`src/rtl/prog_seq_detect.sv`:
```
`default_nettype none
// ============================================================================
// Module   : prog_seq_detect
// Purpose  : Mealy serial-pattern detector with a runtime-loadable N-bit
//            pattern, per-bit care mask, overlap/non-overlap mode,
//            input-valid gating and a saturating match counter.
// Revision : 1.0  initial release
// ============================================================================
module prog_seq_detect #(
  parameter int unsigned      N           = 3,
  parameter logic [N-1:0]     DEFAULT_PAT = 3'b101,
  parameter int unsigned      CW          = 8
) (
  input  logic          clk,
  input  logic          reset,
  input  logic          en,
  input  logic          in,
  input  logic          pat_load,
  input  logic [N-1:0]  pat_in,
  input  logic [N-1:0]  mask_in,
  input  logic          overlap,
  input  logic          cnt_clr,
  output logic          match,
  output logic          match_q,
  output logic [CW-1:0] count,
  output logic          cnt_sat
);

  // fill only needs to reach N-1, so clog2(N) bits is enough for N >= 3
  localparam int unsigned    FW       = $clog2(N);
  localparam logic [FW-1:0]  FILL_MAX = FW'(N - 1);
  localparam logic [CW-1:0]  CNT_MAX  = {CW{1'b1}};

  logic [N-1:0]  pat_q,   pat_d;
  logic [N-1:0]  mask_q,  mask_d;
  logic [N-2:0]  hist_q,  hist_d;
  logic [FW-1:0] fill_q,  fill_d;
  logic [CW-1:0] count_q, count_d;
  logic          match_d;

  logic [N-1:0]  w_window;
  logic          w_hit;

  // Window is the stored history with the current bit as its newest entry
  always_comb begin
    w_window = {hist_q, in};
    w_hit    = (((w_window ^ pat_q) & mask_q) == '0);
    match    = reset & en & ~pat_load & (fill_q == FILL_MAX) & w_hit;
  end

  // Next-state for pattern, mask, history and fill level
  always_comb begin
    pat_d  = pat_q;
    mask_d = mask_q;
    hist_d = hist_q;
    fill_d = fill_q;
    if (pat_load) begin
      // A load restarts the search; the bit on `in` is not consumed
      pat_d  = pat_in;
      mask_d = mask_in;
      hist_d = '0;
      fill_d = '0;
    end else if (en) begin
      hist_d = {hist_q[N-3:0], in};
      if (match && !overlap) begin
        // Non-overlap: matched bits may not seed the next occurrence
        fill_d = '0;
      end else if (fill_q != FILL_MAX) begin
        fill_d = fill_q + FW'(1);
      end
    end
  end

  // Saturating match counter; clear wins but still counts a coincident match
  always_comb begin
    count_d = count_q;
    if (cnt_clr) begin
      count_d = match ? CW'(1) : '0;
    end else if (match && (count_q != CNT_MAX)) begin
      count_d = count_q + CW'(1);
    end
    match_d = match;
  end

  // State registers with synchronous active-low reset
  always_ff @(posedge clk) begin
    if (!reset) begin
      pat_q   <= DEFAULT_PAT;
      mask_q  <= '1;
      hist_q  <= '0;
      fill_q  <= '0;
      count_q <= '0;
      match_q <= 1'b0;
    end else begin
      pat_q   <= pat_d;
      mask_q  <= mask_d;
      hist_q  <= hist_d;
      fill_q  <= fill_d;
      count_q <= count_d;
      match_q <= match_d;
    end
  end

  // Registered count and its saturation flag are exported directly
  always_comb begin
    count   = count_q;
    cnt_sat = (count_q == CNT_MAX);
  end

endmodule
`default_nettype wire

```
`config.mk`:
```
export PLATFORM = sky130hd
export DESIGN_NAME = prog_seq_detect
export DESIGN_NICKNAME = d
export VERILOG_FILES = /design/src/rtl/prog_seq_detect.sv
export SDC_FILE = /design/constraint.sdc
export NUM_CORES = 1
export LEC_CHECK = 0
export ABC_AREA = 1
export CAP_MARGIN = 40
export CORE_MARGIN = 4
export CORE_UTILIZATION = 47
export DETAILED_ROUTE_END_ITERATION = 8
export PLACE_DENSITY_LB_ADDON = 0.2
export SLEW_MARGIN = 20
export SYNTH_ARGS = -nofsm -noshare
export SYNTH_HDL_FRONTEND = slang
export SYNTH_SLANG_ARGS = --single-unit
```
`constraint.sdc`:
```
create_clock -name clk -period 1.6 [get_ports clk]
set_input_delay 0.32 -clock clk [delete_from_list [all_inputs] [get_ports clk]]
set_output_delay 0.32 -clock clk [all_outputs]
set_load 0.02 [all_outputs]
```
==> summary.txt, run 1 <==
Post-CTS Hold Fix Bufs: 0
Syn Inst Count: 139
failing checks: negative setup slack
row count: 16
Final min period: 1.62 ns
Finished Layout Cells: 211
nets: 200
Switch Pwr: 226 uW
critical path's largest stage delay: 0.34 ns
sequential share of the synthesized area: 39.4%
hold depth: 3
Port Buffers: 23
R2R setup slack: 0.14 ns
largest net degree at the start of global routing: 12
post-synth top area share: 39.4%
Max clock buf depth: 2
count of different cell masters after synthesis: 21
net count after synthesis: 154
Req. time, crit path: 1.28 ns
Post-synth top cells: 38 x nand2_1, 22 x nor2_1, 19 x dfxtp_1, 15 x inv_1, 11 x nand3_1
GRT overflow: 0
Clk Latency, worst-skew pair: 0.30 ns
post-layout util: 72.0%
HPWL Detailed: 1880 um
Crit Path Category: reg -> out
post-synthesis register bit count: 19
CTS H-tree lvls: 1
endpoints failing setup: 1
Final Hold Fails: 0
number of I/O pins: 24
initial core utilization: 49.2%
area leader, netlist: dfxtp_1
Synth async-reset ratio: 0%
reg2reg path depth: 7
fin. max-slew vios: 0
drt total wl: 2400 um
worst min path class: in -> reg
Layout Area Growth over Synthesis: 46.4%
post-route setup slack: -0.0227 ns
Critical Path End Type: output port
main flop type after synthesis: dfxtp_1
Fillers: 170
mux contribution to synthesized area: 0%
initial antenna violation count: 0
crit share post-route: 101%
leak pwr: 0.669 nW
Peak Freq: 616 MHz
clk_skew: 0.00619 ns
vias in the first global route: 956
fraction of the mapped netlist area in adder cells: 2.59%
Synth Area in Simple Gates: 41.5%
Post-Synth XOR/XNOR Area: 0%
Placed Cells: 206
RePlAce Congestion: 0.824
first-pass GRT wire length: 3880 um
drt initial violations: 16
internal power: 645 uW
TritonRoute pass-1 iters: 4
# DRC: 0
vias per cell: 4.82
Syn Area/Cell: 6.94 um2
Hold Startpoint: in
die width: 53.3 um
Critical Path Start Type: flop
Critical-path top delay cell: dfxtp_2
Crit Path Max Fanout: 2
Worst-Margin Slew: 0.267 ns
Post-Syn Area: 965 um2
combinational family with the most area after synthesis: simple AND/OR/NAND/NOR gates
CP cell instances: inv_2 > ha_4 > nand4_4 > nor2_4 > and2_4 > buf_6
layout cells sized above 1: 25.0%
CTS Buf Count: 3
CTS tree: yes
Worst Hold End: hist_q[0]$_SDFFE_PP0P_
diode count: 0
Sw Ratio: 25.9%
FF-to-FF Start: count[0]$_SDFFE_PN0P_
Die ar.: 0.00284 mm2
status: complete, but fails checks
Total Routing Usage GR: 18.6%
number of enable flip-flop cells after synthesis: 0
peak supply drop: 0.439 mV
largest cells by area after synthesis: dfxtp_1 39%, nand2_1 15%, nor2_1 8.6%, inv_1 5.8%, nand3_1 5.7%
Rel. slew slack: 82.0%
Combinational Power Share: 14.8%
Arr. time, crit path: 1.30 ns
sequential share of power: 57.1%
R2R Path End: count[6]$_SDFFE_PN0P_
most instantiated library cell after synthesis: nand2_1
clock tree sinks: 19
chip height: 53.3 um
Final ANT Viol Nets: 0
overall power: 871 uW
Worst-path clk slew: 0.11 ns
Max-cap violations: 0
Clock Power Share: 28.1%
Via Count: 1016
RSZ-0062 raised after global routing: yes
Ys Warns: 0
WL/cell: 11.4 um
Compound-Gate Fraction of Synth Area: 7.26%
CTS root buffer: clkbuf_4
power per cell area: 616 mW/mm2
Core Box Area: 0.00196 mm2
cell type report:
class | count | area, um2 | share of cell area, %
repair buffers | 44 | 375 | 26.6
clock buffers | 3 | 22.5 | 1.59
well taps | 27 | 33.8 | 2.39
multi-input cells | 101 | 529 | 37.5
inverters | 16 | 62.6 | 4.43
flip-flops and latches | 19 | 384 | 27.2
clock inverters | 1 | 5.00 | 0.354
worst max-delay path by stage:
stage,endpoint,slack [ns],from,cells after the start
detailed placement,match,-0.61,in,7
CTS,match,-0.03,fill_q[0]$_SDFFE_PP0P_,6
floorplan,count[5]$_SDFFE_PN0P_,0.15,count[0]$_SDFFE_PN0P_,9
global placement,match,-0.57,reset,5
finish,match,-0.02,fill_q[0]$_SDFFE_PP0P_,6
global route,match,-0.09,fill_q[0]$_SDFFE_PP0P_,6
metal layers:
metal,track usage [%],part of all wire (%),vias to the layer above
met5,0,0,-
met4,8.94,1.6,0
met3,2.54,4.8,4
met2,32.2,50,22
met1,22.1,44,458
li1,-,-,532
power by group through the flow:
stage | Sequential, mW | Combinational (mW) | Clock, mW
2_1_floorplan | 0.505 | 0.0665 | 0
3_3_place_gp | 0.506 | 0.120 | 0
3_5_place_dp | 0.508 | 0.125 | 0
4_1_cts | 0.498 | 0.126 | 0.254
5_1_grt | 0.499 | 0.142 | 0.272
6_report | 0.498 | 0.128 | 0.245
cells by family (layout without fill, tap and decap cells):
kind of cell	count (synthesis)	count (layout)
adders and majority gates	2	2
and+or+nand+nor	85	85
buffers and inverters	19	64
AOI/OAI and AO/OA	14	14
DFF	19	19
state kept, by name, summed over array words and instances, names as in the netlist:
signal / count
mask_q: 3
hist_q: 2
fill_q: 2
pat_q: 3
match_q: 1
count: 8
critical path: cells and delay by family, from the launching register on:
kind | cells | cell delay, ns
flip-flops | 1 | 0.34
AND/OR/NAND/NOR | 3 | 0.33
buffers and inverters | 2 | 0.18
adder cells (fa/ha/maj) | 1 | 0.15
through the flow:
step | setup slack (ns) | hold WS (ns) | TNS [ns] | instance area, um2
2_1_floorplan | 0.152 | 0.429 | 0 | 965
3_3_place_gp | -0.571 | 0.442 | -2.49 | 1350
3_5_place_dp | -0.608 | 0.469 | -3.11 | 1350
4_1_cts | -0.0276 | 0.453 | -0.0276 | 1390
5_1_grt | -0.0879 | 0.454 | -0.0879 | 1410
6_report | -0.0227 | 0.451 | -0.0227 | 1410
timing repair:
item | in CTS | in global routing
setup endpoints to repair | 12 | 4
pin swaps | 4 | 1
gates resized for setup | 32 | 6
buffers inserted | 0 | 1
cells in the final DEF, fill, tap and decap left out, drive strengths merged:
master,synthesis,final
nand3b,1,1
inv,16,16
nor3,2,2
nand2,39,39
nand3,12,12
nand4,3,3
and2,2,2
nor3b,2,2
clkbuf,0,3
o21ai,7,7
ha,2,2
a21oi,7,7
nor2,24,24
clkdlybuf4s50,0,9
dfxtp,19,19
buf,3,23
dlygate4sd2,0,12
clkinv,0,1
No activity file was read; power rests on OpenSTA's default activity.
==> inputs of run 2 (changes only) <==
==> constraint.sdc (replaced) <==
create_clock -name clk -period 1.6 [get_ports clk]
set_input_delay 0.32 -clock clk [delete_from_list [all_inputs] [get_ports clk]]
set_output_delay 0.32 -clock clk [all_outputs]
set_load 0.005 [all_outputs]
==> run 2 against run 1 <==
  * Worst setup slack improved by 0.022 ns
  * Clock-buffer cell count increased by 1
  * Non-clock buffer count increased by 2
  * The run still ends with negative setup slack left
  * Largest cell class unchanged
  * Global-route usage increased by 0.57 points
  * Die area unchanged
  * Maximum frequency increased by 1.4%
  * Utilization increased by 2.9 points
  * Clock skew decreased by 0.0016 ns
  * Register-to-register slack got worse by 0.08 ns
  * Wire length increased by 7.6%
  * Sequential power about the same
  * First-iteration DRC count decreased by 50%
  * Highest routed layer unchanged
==> summary.txt, run 2 (synthesized netlist as in run 1, its figures left out) <==
first-pass GRT wire length: 4020 um (was 3880 um)
R2R Path End: count[5]$_SDFFE_PN0P_ (was count[6]$_SDFFE_PN0P_)
critical path's largest stage delay: 0.42 ns (was 0.34 ns)
initial antenna violation count: 0 (unchanged)
drt total wl: 2590 um (was 2400 um)
Critical path origin: hist_q[0]$_SDFFE_PP0P_ (was fill_q[0]$_SDFFE_PP0P_)
Die ar.: 0.00284 mm2 (unchanged)
Crit Path Max Fanout: 4 (was 2)
Layout Area Growth over Synthesis: 52.3% (was 46.4%)
GRT overflow: 0 (unchanged)
clock tree sinks: 19 (unchanged)
Hold Startpoint: in (unchanged)
Final ANT Viol Nets: 0 (unchanged)
worst min path class: in -> reg (unchanged)
Port Buffers: 23 (unchanged)
CP cell instances: nor2_1 > nor2_2 > nor2_4 > and2_4 > buf_6 (was inv_2 > ha_4 > nand4_4 > nor2_4 > and2_4 > buf_6)
leak pwr: 0.769 nW (was 0.669 nW)
failing checks: negative setup slack (unchanged)
vias per cell: 4.90 (was 4.82)
Final min period: 1.60 ns (was 1.62 ns)
vias in the first global route: 965 (was 956)
Worst Hold End: hist_q[0]$_SDFFE_PP0P_ (unchanged)
Core Box Area: 0.00196 mm2 (unchanged)
commonest non-fill, non-tap cell in the layout: nand2_1 (unchanged)
Arr. time, crit path: 1.28 ns (was 1.30 ns)
CTS tree: yes (unchanged)
layout cells sized above 1: 30.6% (was 25.0%)
Worst-Margin Slew: 0.274 ns (was 0.267 ns)
CTS H-tree lvls: 1 (unchanged)
FF-to-FF Start: count[6]$_SDFFE_PN0P_ (was count[0]$_SDFFE_PN0P_)
RePlAce Congestion: 0.825 (was 0.824)
crit share post-route: 100% (was 101%)
Total Routing Usage GR: 19.2% (was 18.6%)
TritonRoute pass-1 iters: 4 (unchanged)
post-layout util: 74.9% (was 72.0%)
overall power: 878 uW (was 871 uW)
Worst-path clk slew: 0.11 ns (about the same)
RSZ-0062 raised after global routing: yes (unchanged)
fin. max-slew vios: 0 (unchanged)
Critical Path Start Type: flop (unchanged)
R2R setup slack: 0.06 ns (was 0.14 ns)
Peak Freq: 625 MHz (was 616 MHz)
number of I/O pins: 24 (unchanged)
largest net degree at the start of global routing: 12 (unchanged)
post-route setup slack: -0.000256 ns (was -0.0227 ns)
# DRC: 0 (unchanged)
Max-cap violations: 0 (unchanged)
Req. time, crit path: 1.28 ns (about the same)
WL/cell: 12.1 um (was 11.4 um)
CTS Buf Count: 3 (unchanged)
Rel. slew slack: 81.6% (was 82.0%)
CP bufs+invs: 1 (was 2)
power per cell area: 597 mW/mm2 (was 616 mW/mm2)
CTS root buffer: clkbuf_4 (unchanged)
Max clock buf depth: 2 (unchanged)
Via Count: 1044 (was 1016)
nets: 202 (was 200)
Critical-path top delay cell: dfxtp_1 (was dfxtp_2)
die width: 53.3 um (unchanged)
cell family with most CP delay: simple AND/OR/NAND/NOR gates (was flip-flops)
max reg flops: 8 (unchanged)
hold depth: 3 (unchanged)
endpoints failing setup: 1 (unchanged)
dpl ws: -0.490 ns (was -0.608 ns)
Clk Latency, worst-skew pair: 0.30 ns (about the same)
reg2reg path depth: 9 (was 7)
peak supply drop: 0.478 mV (was 0.439 mV)
row count: 16 (unchanged)
Critical Path End Type: output port (unchanged)
Final Hold Fails: 0 (unchanged)
diode count: 0 (unchanged)
Crit Path Category: reg -> out (unchanged)
initial core utilization: 49.2% (unchanged)
status: complete, but fails checks (unchanged)
drt initial violations: 8 (was 16)
chip height: 53.3 um (unchanged)
HPWL Detailed: 1830 um (was 1880 um)
most frequent cells in the layout: 37 x nand2_1, 23 x buf_4, 18 x nor2_1 (was 37 x nand2_1, 21 x buf_4, 18 x nor2_1)
clk_skew: 0.00458 ns (was 0.00619 ns)
-- run 2: cell types whose count changed in the layout (fill, tap and decap cells not counted), sizes merged --
cell	previous run	this run
dlymetal6s2s	0	7
dlygate4sd2	12	4
clkbuf	3	4
buf	23	25
clkinv	1	0
clkdlybuf4s50	9	10
-- run 2: worst max-delay path by stage --
| stage | to | cells past startpoint |
|---|---|---|
| floorplan | count[3]$_SDFFE_PN0P_ | 8 |
| global placement | match | 5 |
| detailed placement | match | 7 |
| CTS | count[2] | 2 |
| global route | match | 5 |
| finish | match | 5 |
-- run 2: routing by layer --
| layer | track usage, % | vias up | share of wire (%) |
|---|---|---|---|
| met5 | 0 | - | 0 |
| met3 | 2.82 | 8 | 4.3 |
| li1 | - | 535 | - |
| met1 | 22.4 | 473 | 42 |
| met2 | 33.9 | 28 | 51 |
| met4 | 8.51 | 0 | 2.5 |
-- run 2: worst reg2reg max path, cell delays in order, from the launching register on --
cell     delay, ns
dfxtp_2       0.34
inv_1         0.05
nor3_1        0.28
nand2_2       0.10
buf_4         0.14
buf_4         0.13
nand3_4       0.13
nand2_2       0.09
a21oi_1       0.13
nor2_1        0.05
-- run 2: report_power, final --
part	total, mW	internal [mW]	switching, mW
clock network	0.248	0.0971	0.151
registers	0.499	0.487	0.0112
logic	0.131	0.0660	0.0648
-- run 2: repair_timing --
item / CTS / global route
setup endpoints to repair: 5 / 15
resized for setup: 22 / 24
hold buffers: 0 / 0
gates cloned: 0 / 0
setup buffers: 3 / 1
pin swaps: 5 / 3
-- run 2: metrics by stage --
stage          hold slack, ns  area [um2]   TNS [ns]  std cells
2_1_floorplan           0.429         965          0        139
3_3_place_gp            0.442        1350      -2.30        205
3_5_place_dp            0.448        1350      -2.75        205
4_1_cts                 0.439        1410          0        212
5_1_grt                 0.465        1470    -0.0640        213
6_report                0.434        1470  -0.000256        213
-- run 2: area by class of cell --
| type | count | area [um2] |
|---|---|---|
| flip-flops and latches | 19 | 393 |
| repair buffers | 46 | 412 |
| fillers | 162 | 493 |
| inverters | 16 | 62.6 |
| clock buffers | 4 | 26.3 |
| well taps | 27 | 33.8 |
| multi-input cells | 101 | 542 |
==> inputs of run 3 (changes only) <==
--- a/config.mk
+++ b/config.mk
@@ -10,7 +10,7 @@
 export CORE_MARGIN = 4
 export CORE_UTILIZATION = 47
 export DETAILED_ROUTE_END_ITERATION = 8
-export PLACE_DENSITY_LB_ADDON = 0.2
+export PLACE_DENSITY_LB_ADDON = 0.25
 export SLEW_MARGIN = 20
 export SYNTH_ARGS = -nofsm -noshare
 export SYNTH_HDL_FRONTEND = slang
==> run 3 against run 2 <==
  * The run still ends with negative setup slack left
  * Clock-buffer cell count decreased by 1
  * Hold slack improved by 0.031 ns
  * Sequential power about the same
  * Clock skew decreased by 0.0030 ns
  * Die area unchanged
  * Critical path type unchanged
==> summary.txt, run 3 (synthesized netlist as in run 1, its figures left out) <==
Arr. time, crit path: 1.32 ns (was 1.28 ns)
peak supply drop: 0.506 mV (was 0.478 mV)
drt initial violations: 30 (was 8)
Post-CTS Hold Fix Bufs: 0 (unchanged)
Clk Latency, worst-skew pair: 0.30 ns (about the same)
leak pwr: 0.794 nW (was 0.769 nW)
CTS root buffer: clkbuf_4 (unchanged)
internal power: 650 uW (about the same)
worst min path class: in -> reg (unchanged)
Total Routing Usage GR: 20.0% (was 19.2%)
GRT overflow: 0 (unchanged)
HPWL Detailed: 1850 um (was 1830 um)
commonest non-fill, non-tap cell in the layout: nand2_1 (unchanged)
TritonRoute pass-1 iters: 4 (unchanged)
Worst-Margin Slew: 0.257 ns (was 0.274 ns)
Peak Freq: 611 MHz (was 625 MHz)
Req. time, crit path: 1.28 ns (about the same)
first-pass GRT wire length: 4200 um (was 4020 um)
Layout Area Growth over Synthesis: 55.1% (was 52.3%)
row count: 16 (unchanged)
chip height: 53.3 um (unchanged)
Final min period: 1.64 ns (was 1.60 ns)
vias per cell: 5.01 (was 4.90)
failing checks: negative setup slack (unchanged)
Critical Path End Type: output port (unchanged)
initial antenna violation count: 0 (unchanged)
largest net degree at the start of global routing: 12 (unchanged)
sequential share of power: 56.6% (was 56.8%)
reg2reg path depth: 10 (was 9)
RSZ-0062 raised after global routing: yes (unchanged)
Placed Cells: 207 (was 205)
most frequent cells in the layout: 37 x nand2_1, 26 x buf_4, 19 x nor2_1 (was 37 x nand2_1, 23 x buf_4, 18 x nor2_1)
number of I/O pins: 24 (unchanged)
Via Count: 1087 (was 1044)
Clock Power Share: 27.7% (was 28.3%)
status: complete, but fails checks (unchanged)
WL/cell: 11.9 um (was 12.1 um)
Max clock buf depth: 2 (unchanged)
Port Buffers: 23 (unchanged)
max reg flops: 8 (unchanged)
Critical Path Start Type: flop (unchanged)
Final ANT Viol Nets: 0 (unchanged)
clock tree sinks: 19 (unchanged)
power per cell area: 587 mW/mm2 (was 597 mW/mm2)
endpoints failing setup: 1 (unchanged)
drt total wl: 2580 um (was 2590 um)
Crit Path Category: reg -> out (unchanged)
fin. max-slew vios: 0 (unchanged)
Setup TNS Final: -0.0374 ns (was -0.000256 ns)
nets: 206 (was 202)
Hold WS: 0.466 ns (was 0.434 ns)
CTS H-tree lvls: 1 (unchanged)
RePlAce Congestion: 0.837 (was 0.825)
hold depth: 3 (unchanged)
Sw Ratio: 26.1% (was 25.9%)
CTS tree: yes (unchanged)
post-layout util: 76.3% (was 74.9%)
Combinational Power Share: 15.7% (was 14.9%)
Final Hold Fails: 0 (unchanged)
Worst-path clk slew: 0.11 ns (about the same)
Crit Path Max Fanout: 2 (was 4)
Finished Layout Cells: 217 (was 213)
die width: 53.3 um (unchanged)
Core Box Area: 0.00196 mm2 (unchanged)
diode count: 0 (unchanged)
CTS Buf Count: 3 (unchanged)
Switch Pwr: 229 uW (was 227 uW)
Rel. slew slack: 82.7% (was 81.6%)
# DRC: 0 (unchanged)
Die ar.: 0.00284 mm2 (unchanged)
post-route setup slack: -0.0374 ns (was -0.000256 ns)
initial core utilization: 49.2% (unchanged)
layout cells sized above 1: 30.5% (was 30.6%)
clk_skew: 0.00153 ns (was 0.00458 ns)
crit share post-route: 102% (was 100%)
Max-cap violations: 0 (unchanged)
vias in the first global route: 1010 (was 965)
run 3: final timing paths:
check                                            start                      to  slack (ns)
worst min register to register  mask_q[2]$_SDFFE_PN1P_  mask_q[2]$_SDFFE_PN1P_        0.48
worst max-delay path            fill_q[0]$_SDFFE_PP0P_                   match       -0.04
worst min-delay path                                in  hist_q[0]$_SDFFE_PP0P_        0.47
worst max register to register  fill_q[0]$_SDFFE_PP0P_  fill_q[0]$_SDFFE_PP0P_        0.14
run 3: repair_timing:
item | in CTS | in global routing
gates resized for setup | 26 | 15
setup endpoints to repair | 8 | 15
setup buffers | 4 | 1
pin swaps | 5 | 3
cloned | 0 | 1
run 3: routing by layer:
metal | track usage (%) | vias to the layer above | wire length (um)
li1 | - | 548 | -
met1 | 22.4 | 486 | 1070
met2 | 35.9 | 45 | 1330
met3 | 3.38 | 8 | 125
met4 | 9.36 | 0 | 53
met5 | 0 | - | 0
run 3: layout make-up:
class,instances,area (um2)
sequential,19,390
tap,27,33.8
clock buffer,3,22.5
inverter,16,62.6
timing repair buffer,49,438
fill,157,465
clock inverter,1,5.00
multi-input combinational,102,544
run 3: through the flow:
stage / total power, mW / area [um2] / worst slack (ns)
floorplan: 0.571 / 965 / 0.249
global placement: 0.628 / 1360 / -0.464
detailed placement: 0.633 / 1360 / -0.467
CTS: 0.876 / 1440 / -0.0203
global route: 0.928 / 1500 / -0.103
finish: 0.879 / 1500 / -0.0374
run 3: worst max-delay path, cell delays in order, from the launching register on:
cell,delay (ns)
dfxtp_2,0.34
inv_2,0.07
ha_4,0.15
nand4_4,0.08
nor2_4,0.12
and2_4,0.16
buf_6,0.09
run 3: power groups by stage:
stage	Sequential (mW)	Clock, mW	Combinational [mW]
finish	0.497	0.243	0.138
global route	0.499	0.276	0.153
CTS	0.497	0.248	0.132
detailed placement	0.507	0	0.127
global placement	0.506	0	0.122
floorplan	0.504	0	0.0664
